[config.mk]
export PLATFORM = sky130hd
export DESIGN_NAME = full_adder_seq
export DESIGN_NICKNAME = d
export VERILOG_FILES = /design/src/rtl/full_adder_seq_pkg.sv /design/src/rtl/full_adder_seq_bit.sv /design/src/rtl/full_adder_seq.sv
export SDC_FILE = /design/constraint.sdc
export NUM_CORES = 1
export LEC_CHECK = 0
export ABC_AREA = 1
export CORE_AREA = 2 2 39 41
export CTS_BUF_LIST = sky130_fd_sc_hd__clkbuf_4 sky130_fd_sc_hd__clkbuf_8
export CTS_CLUSTER_DIAMETER = 60
export DETAILED_ROUTE_END_ITERATION = 8
export DIE_AREA = 0 0 41 43
export SYNTH_ARGS = -nofsm -noshare
export SYNTH_HDL_FRONTEND = slang
export SYNTH_SLANG_ARGS = --single-unit
[constraint.sdc]
create_clock -name clk -period 1 [get_ports clk]
set_input_delay 0.2 -clock clk [delete_from_list [all_inputs] [get_ports clk]]
set_output_delay 0.2 -clock clk [all_outputs]
set_load 0.01 [all_outputs]
[src/rtl/full_adder_seq_pkg.sv]
// rtl/full_adder_seq_pkg.sv - shared constants and carry helper for the registered ripple adder
package full_adder_seq_pkg;

  localparam int unsigned FAS_DEFAULT_WIDTH = 1;

  // Merges the two half-adder generate terms into the slice carry-out.
  function automatic logic carry_merge(input logic i_g1, input logic i_g2);
    return i_g1 | i_g2;
  endfunction

endpackage

[src/rtl/full_adder_seq_bit.sv]
// rtl/full_adder_seq_bit.sv - half adder cell and the one-bit full adder slice built from two of them

module half_adder (
  input  logic x,
  input  logic y,
  output logic s,
  output logic c
);
  assign s = x ^ y;
  assign c = x & y;
endmodule

module full_adder_bit
  import full_adder_seq_pkg::*;
(
  input  logic i_a,
  input  logic i_b,
  input  logic i_cin,
  output logic o_s,
  output logic o_cout
);
  logic w_p;
  logic w_g1;
  logic w_g2;

  half_adder u_ha_ab (
    .x (i_a),
    .y (i_b),
    .s (w_p),
    .c (w_g1)
  );

  half_adder u_ha_pc (
    .x (w_p),
    .y (i_cin),
    .s (o_s),
    .c (w_g2)
  );

  assign o_cout = carry_merge(w_g1, w_g2);
endmodule

[src/rtl/full_adder_seq.sv]
// rtl/full_adder_seq.sv - WIDTH-bit ripple-carry adder with registered sum, carry and valid
module full_adder_seq
  import full_adder_seq_pkg::*;
#(
  parameter int unsigned WIDTH = FAS_DEFAULT_WIDTH
) (
  input  logic             clk,
  input  logic             rst,
  input  logic             in_valid,
  input  logic [WIDTH-1:0] a,
  input  logic [WIDTH-1:0] b,
  input  logic             c_in,
  output logic             out_valid,
  output logic [WIDTH-1:0] s_out,
  output logic             c_out
);
  logic [WIDTH:0]   w_carry;
  logic [WIDTH-1:0] w_sum;

  logic             r_valid;
  logic [WIDTH-1:0] r_sum;
  logic             r_carry;

  assign w_carry[0] = c_in;

  for (genvar i = 0; i < WIDTH; i++) begin : g_slice
    full_adder_bit u_fa (
      .i_a    (a[i]),
      .i_b    (b[i]),
      .i_cin  (w_carry[i]),
      .o_s    (w_sum[i]),
      .o_cout (w_carry[i+1])
    );
  end

  // Data registers load only on a valid sample, so idle-cycle input garbage never reaches them.
  always_ff @(posedge clk or posedge rst) begin
    if (rst) begin
      r_valid <= 1'b0;
      r_sum   <= '0;
      r_carry <= 1'b0;
    end else begin
      r_valid <= in_valid;
      if (in_valid) begin
        r_sum   <= w_sum;
        r_carry <= w_carry[WIDTH];
      end
    end
  end

  assign out_valid = r_valid;
  assign s_out     = r_sum;
  assign c_out     = r_carry;
endmodule

# [Word level (Yosys, flattened, before mapping)]
# Index checks and enable logic that the tools add are counted.
[op_classes] n_bitwise=5
[op_table] cell="AND 1 bit" count=2
[op_table] cell="bitwise XOR 1 bit" count=2
[op_table] cell="OR 1 bit" count=1
[totals] in_bits=6 output_inout_bits=3 ff_bits=3

# [Longest topological paths before layout]
[depth] depth_word=3 ltp_mapped=3 ltp_nobuf=3

# [Hierarchy]
# Synthesis repeated with hierarchy kept, for this count alone.
[unflattened] hier_cells=16 area_unflattened_um2=141.4
[modules_own_cells] mod="full_adder_seq" cells_each=11 area_per_inst_um2=105.1 seq_area_each_um2=75.1 instances=1
[modules_own_cells] mod="half_adder" cells_each=1 area_per_inst_um2=12.5 seq_area_each_um2=0.0 instances=2
[modules_own_cells] mod="full_adder_bit" cells_each=3 area_per_inst_um2=11.3 seq_area_each_um2=0.0 instances=1

# [Worst setup path after synthesis]
# OpenSTA, ideal clock, no wires.
[synth_timing] kind="input-to-reg" start="input a" end="register r_sum, in the netlist s_out" t_required_ns=0.883 path_buffers=0 path_stages=3 path_slack_ns=0.122 setup_ns=0.117 arrival_time_ns=0.762 path_cell_list="fa_1 -> nand2_1 -> nand2_1"
[synth_via] elab_chain_cells=2
[synth_rtl] item="start, declared" line_no="full_adder_seq.sv:10" source="input logic [WIDTH-1:0] a,"
[synth_rtl] item="bitwise XOR 1 bit (2 in a row)" line_no="full_adder_seq_bit.sv:9" source="assign s = x ^ y;"
[synth_rtl] item="end signal, assigned" line_no="full_adder_seq.sv:45" source="r_sum <= w_sum;"
[synth_rtl] item="end, declared" line_no="full_adder_seq.sv:21" source="logic [WIDTH-1:0] r_sum;"
# No other way between the ends.
# A chain may end at the register's enable or synchronous reset.

# [Final worst setup path]
[layout_timing] start="register r_sum, in the netlist s_out" end="output s_out"
[layout_rtl] item="end, declared" line_no="full_adder_seq.sv:14" source="output logic [WIDTH-1:0] s_out,"
# No word-level cell between the ends.

==> impl_metrics.env <==
export IMPL_outcome="finished clean"
export IMPL_placedCellCount=38
export IMPL_rrSetupSlack_ns=0.30
export IMPL_ant_nets=0
export IMPL_netlist_top_cell_by_area="dfrtp_1"
export IMPL_ys_top_cells_by_count="nand2_1 (6), dfrtp_1 (3), inv_1 (2)"
export IMPL_std_cell_rows=14
export IMPL_synthMuxAreaShare_pct=0
export IMPL_switching_power_uw=91.55
export IMPL_slowest_delay_ns=0.37
export IMPL_holdCritPathClass="input pin to asynchronous set/reset pin"
export IMPL_place_hpwl_um=213.2
export IMPL_synth_xor_area_share_pct=0
export IMPL_finalHoldViolCount=0
export IMPL_antenna_found_initial=0
export IMPL_ys_ff_latch=3
export IMPL_worst_slack_ns=0.06532
export IMPL_maxSlewHeadroom_pct=89.81
export IMPL_path_cells="buf_2"
export IMPL_wire_per_inst_um=6.429
export IMPL_ys_seq_area_share_pct=60.00
export IMPL_cp_required_ns=0.80
export IMPL_async_flop_share_pct=100.0
export IMPL_finalCriticalPeriod_ns=0.9347
export IMPL_synth_ff_type="dfrtp_1"
export IMPL_r2r_start="s_out$_DFFE_PP0P_"
export IMPL_drive_gt1_share_pct=34.62
export IMPL_cts_repair_resized=15
export IMPL_intPower_uw=352.5
export IMPL_synthCells=12
export IMPL_synth_top_family_by_area="simple AND/OR/NAND/NOR gates"
export IMPL_p_comb_share_pct=16.2
export IMPL_dr_pass1_iters=1
export IMPL_critPathLaunchType="flip-flop"
export IMPL_grt_pass1_wl_um=400
export IMPL_viasPerCell=2.786
export IMPL_post_cts_setup_buffer_count=0
export IMPL_synth_edf_count=0
export IMPL_grt_max_degree=5
export IMPL_die_y_um=43
export IMPL_cts_path_max_buffers=2
export IMPL_vdd_drop_max_uv=269.9
export IMPL_htree_levels=1
export IMPL_dr_total_vias=117
export IMPL_seqPwrFrac_pct=31.5
export IMPL_cts_tree="yes"
export IMPL_syn_avg_cell_area_um2=10.43
export IMPL_cp_num_buf_inv=1
export IMPL_slowest_stage="dfrtp_1"
export IMPL_tns_ns=0
export IMPL_synth_simple_area_share_pct=18.00
export IMPL_maxCapViolations=0
export IMPL_routed_wirelength_um=270
export IMPL_critical_path_top_delay_family="flip-flops"
export IMPL_finalMaxSlewViolations=0
export IMPL_yosys_warnings=0
export IMPL_end_kind="output pin"
export IMPL_cts_buffers=3
export IMPL_synth_most_common_cell="nand2_1"
export IMPL_power_total_uw=444.1
export IMPL_worstMarginPinSlew_ns=0.1523
export IMPL_pwr_share_clk_pct=52.3
export IMPL_ctsRootBufferMaster="clkbuf_4"
export IMPL_grt_pass1_vias=131
export IMPL_fmax_mhz=1070
export IMPL_p_leak_uw=0.0001357
export IMPL_die_w_um=41
export IMPL_ff2ff_path_depth=3
export IMPL_synth_top_cells_by_area="dfrtp_1 (60%), nand2_1 (18%), fa_1 (16%)"
export IMPL_nets=34
export IMPL_path_max_fanout=2
export IMPL_fillerInstances=166
export IMPL_io_pins=9
export IMPL_cts_hold_buf=0
export IMPL_syn_area_um2=125.1
export IMPL_reg2reg_to="s_out$_DFFE_PP0P_"
export IMPL_port_buffer_count=8
export IMPL_remaining_drc_errors=0
export IMPL_area_delta_synth_final_pct=101.0
export IMPL_finClkSkew_ns=0
export IMPL_track_usage_pct=3.924
export IMPL_synth_top_cell_area_share_pct=60.00
export IMPL_setup_viol_count_final=0
export IMPL_cp_data_arrival_time_ns=0.73
export IMPL_fin_crit_sh_pct=93.47
export IMPL_power_density_nw_per_um2=1766
export IMPL_fin_cells=42
export IMPL_rsz0062_at_grt="no"
export IMPL_overflow=0
export IMPL_clk_latency_ns=0.23
export IMPL_synth_compound_area_share_pct=0
export IMPL_antenna_cells=0
export IMPL_drt_iter0_markers=0
export IMPL_clk_pin_slew_ns=0.03
export IMPL_syn_nets=19
export IMPL_swShare_pct=20.62
export IMPL_die_area_um2=1763
export IMPL_yosys_area_share_adder_pct=16.00
export IMPL_gp_congestion=0.5749
export IMPL_core_area_um2=1384
export IMPL_start_util_pct=9.042
export IMPL_path_class="flip-flop to output pin"
export IMPL_synth_distinct_cells=4
export IMPL_place_ws_ns=-0.3655
export IMPL_cts_sinks=3
-- layout make-up --
type                       count  area, um^2  area share (%)
clock buffer                   4       30.03           11.94
inverter                       2       7.507           2.985
multi-input combinational      7       42.54           16.92
sequential                     3       75.07           29.85
tap                           16       20.02           7.960
timing repair buffer          10       76.32           30.35
-- routing by layer --
| metal | vias up | part of all wire [%] | track usage [%] |
|---|---|---|---|
| li1 | 62 | - | - |
| met1 | 47 | 43 | 3.883 |
| met2 | 8 | 41 | 4.688 |
| met3 | 0 | 16 | 0 |
| met4 | 0 | 0 | 8.000 |
| met5 | - | 0 | 0 |
-- state kept, by name, summed over array words and instances, names as in the netlist --
register,cells
s_out,1
c_out,1
out_valid,1
-- cell usage in the layout (no fill, tap or decap), drive strengths merged --
cell / instances
buf: 5
clkbuf: 4
clkdlybuf4s50: 2
dfrtp: 3
dlygate4sd2: 3
fa: 1
inv: 2
nand2: 6
-- per-stage QoR --
stage / instance area (um^2) / hold slack (ns) / util, %
floorplan: 125.1 / -0.04636 / -
global placement: 240.2 / 0.3785 / 17.36
detailed placement: 240.2 / 0.3850 / 17.36
CTS: 251.5 / 0.1429 / 18.17
global route: 251.5 / 0.1621 / 18.17
finish: 251.5 / 0.1443 / 18.17
-- logic make-up (layout without fill, tap and decap cells) --
logic type	after synthesis	count (layout)
buffers and inverters	2	16
AND/OR/NAND/NOR	6	6
adder cells (fa/ha/maj)	1	1
flip-flops	3	3
-- power groups by stage --
stage	Sequential (uW)	Combinational (uW)	Clock, uW
floorplan	148	16.4	0
global placement	141	89.6	0
detailed placement	142	90.2	0
CTS	140	74.3	242
global route	141	83.2	250
finish	140	72.1	232
-- how the worst max path moves through the flow --
| stage | startpoint | endpoint | depth (start not counted) |
|---|---|---|---|
| 2_1_floorplan | a | s_out$_DFFE_PP0P_ | 3 |
| 3_3_place_gp | a | s_out$_DFFE_PP0P_ | 4 |
| 3_5_place_dp | a | s_out$_DFFE_PP0P_ | 4 |
| 4_1_cts | s_out$_DFFE_PP0P_ | s_out | 1 |
| 5_1_grt | a | s_out$_DFFE_PP0P_ | 4 |
| 6_report | s_out$_DFFE_PP0P_ | s_out | 1 |
(Power assumes the default switching activity.)
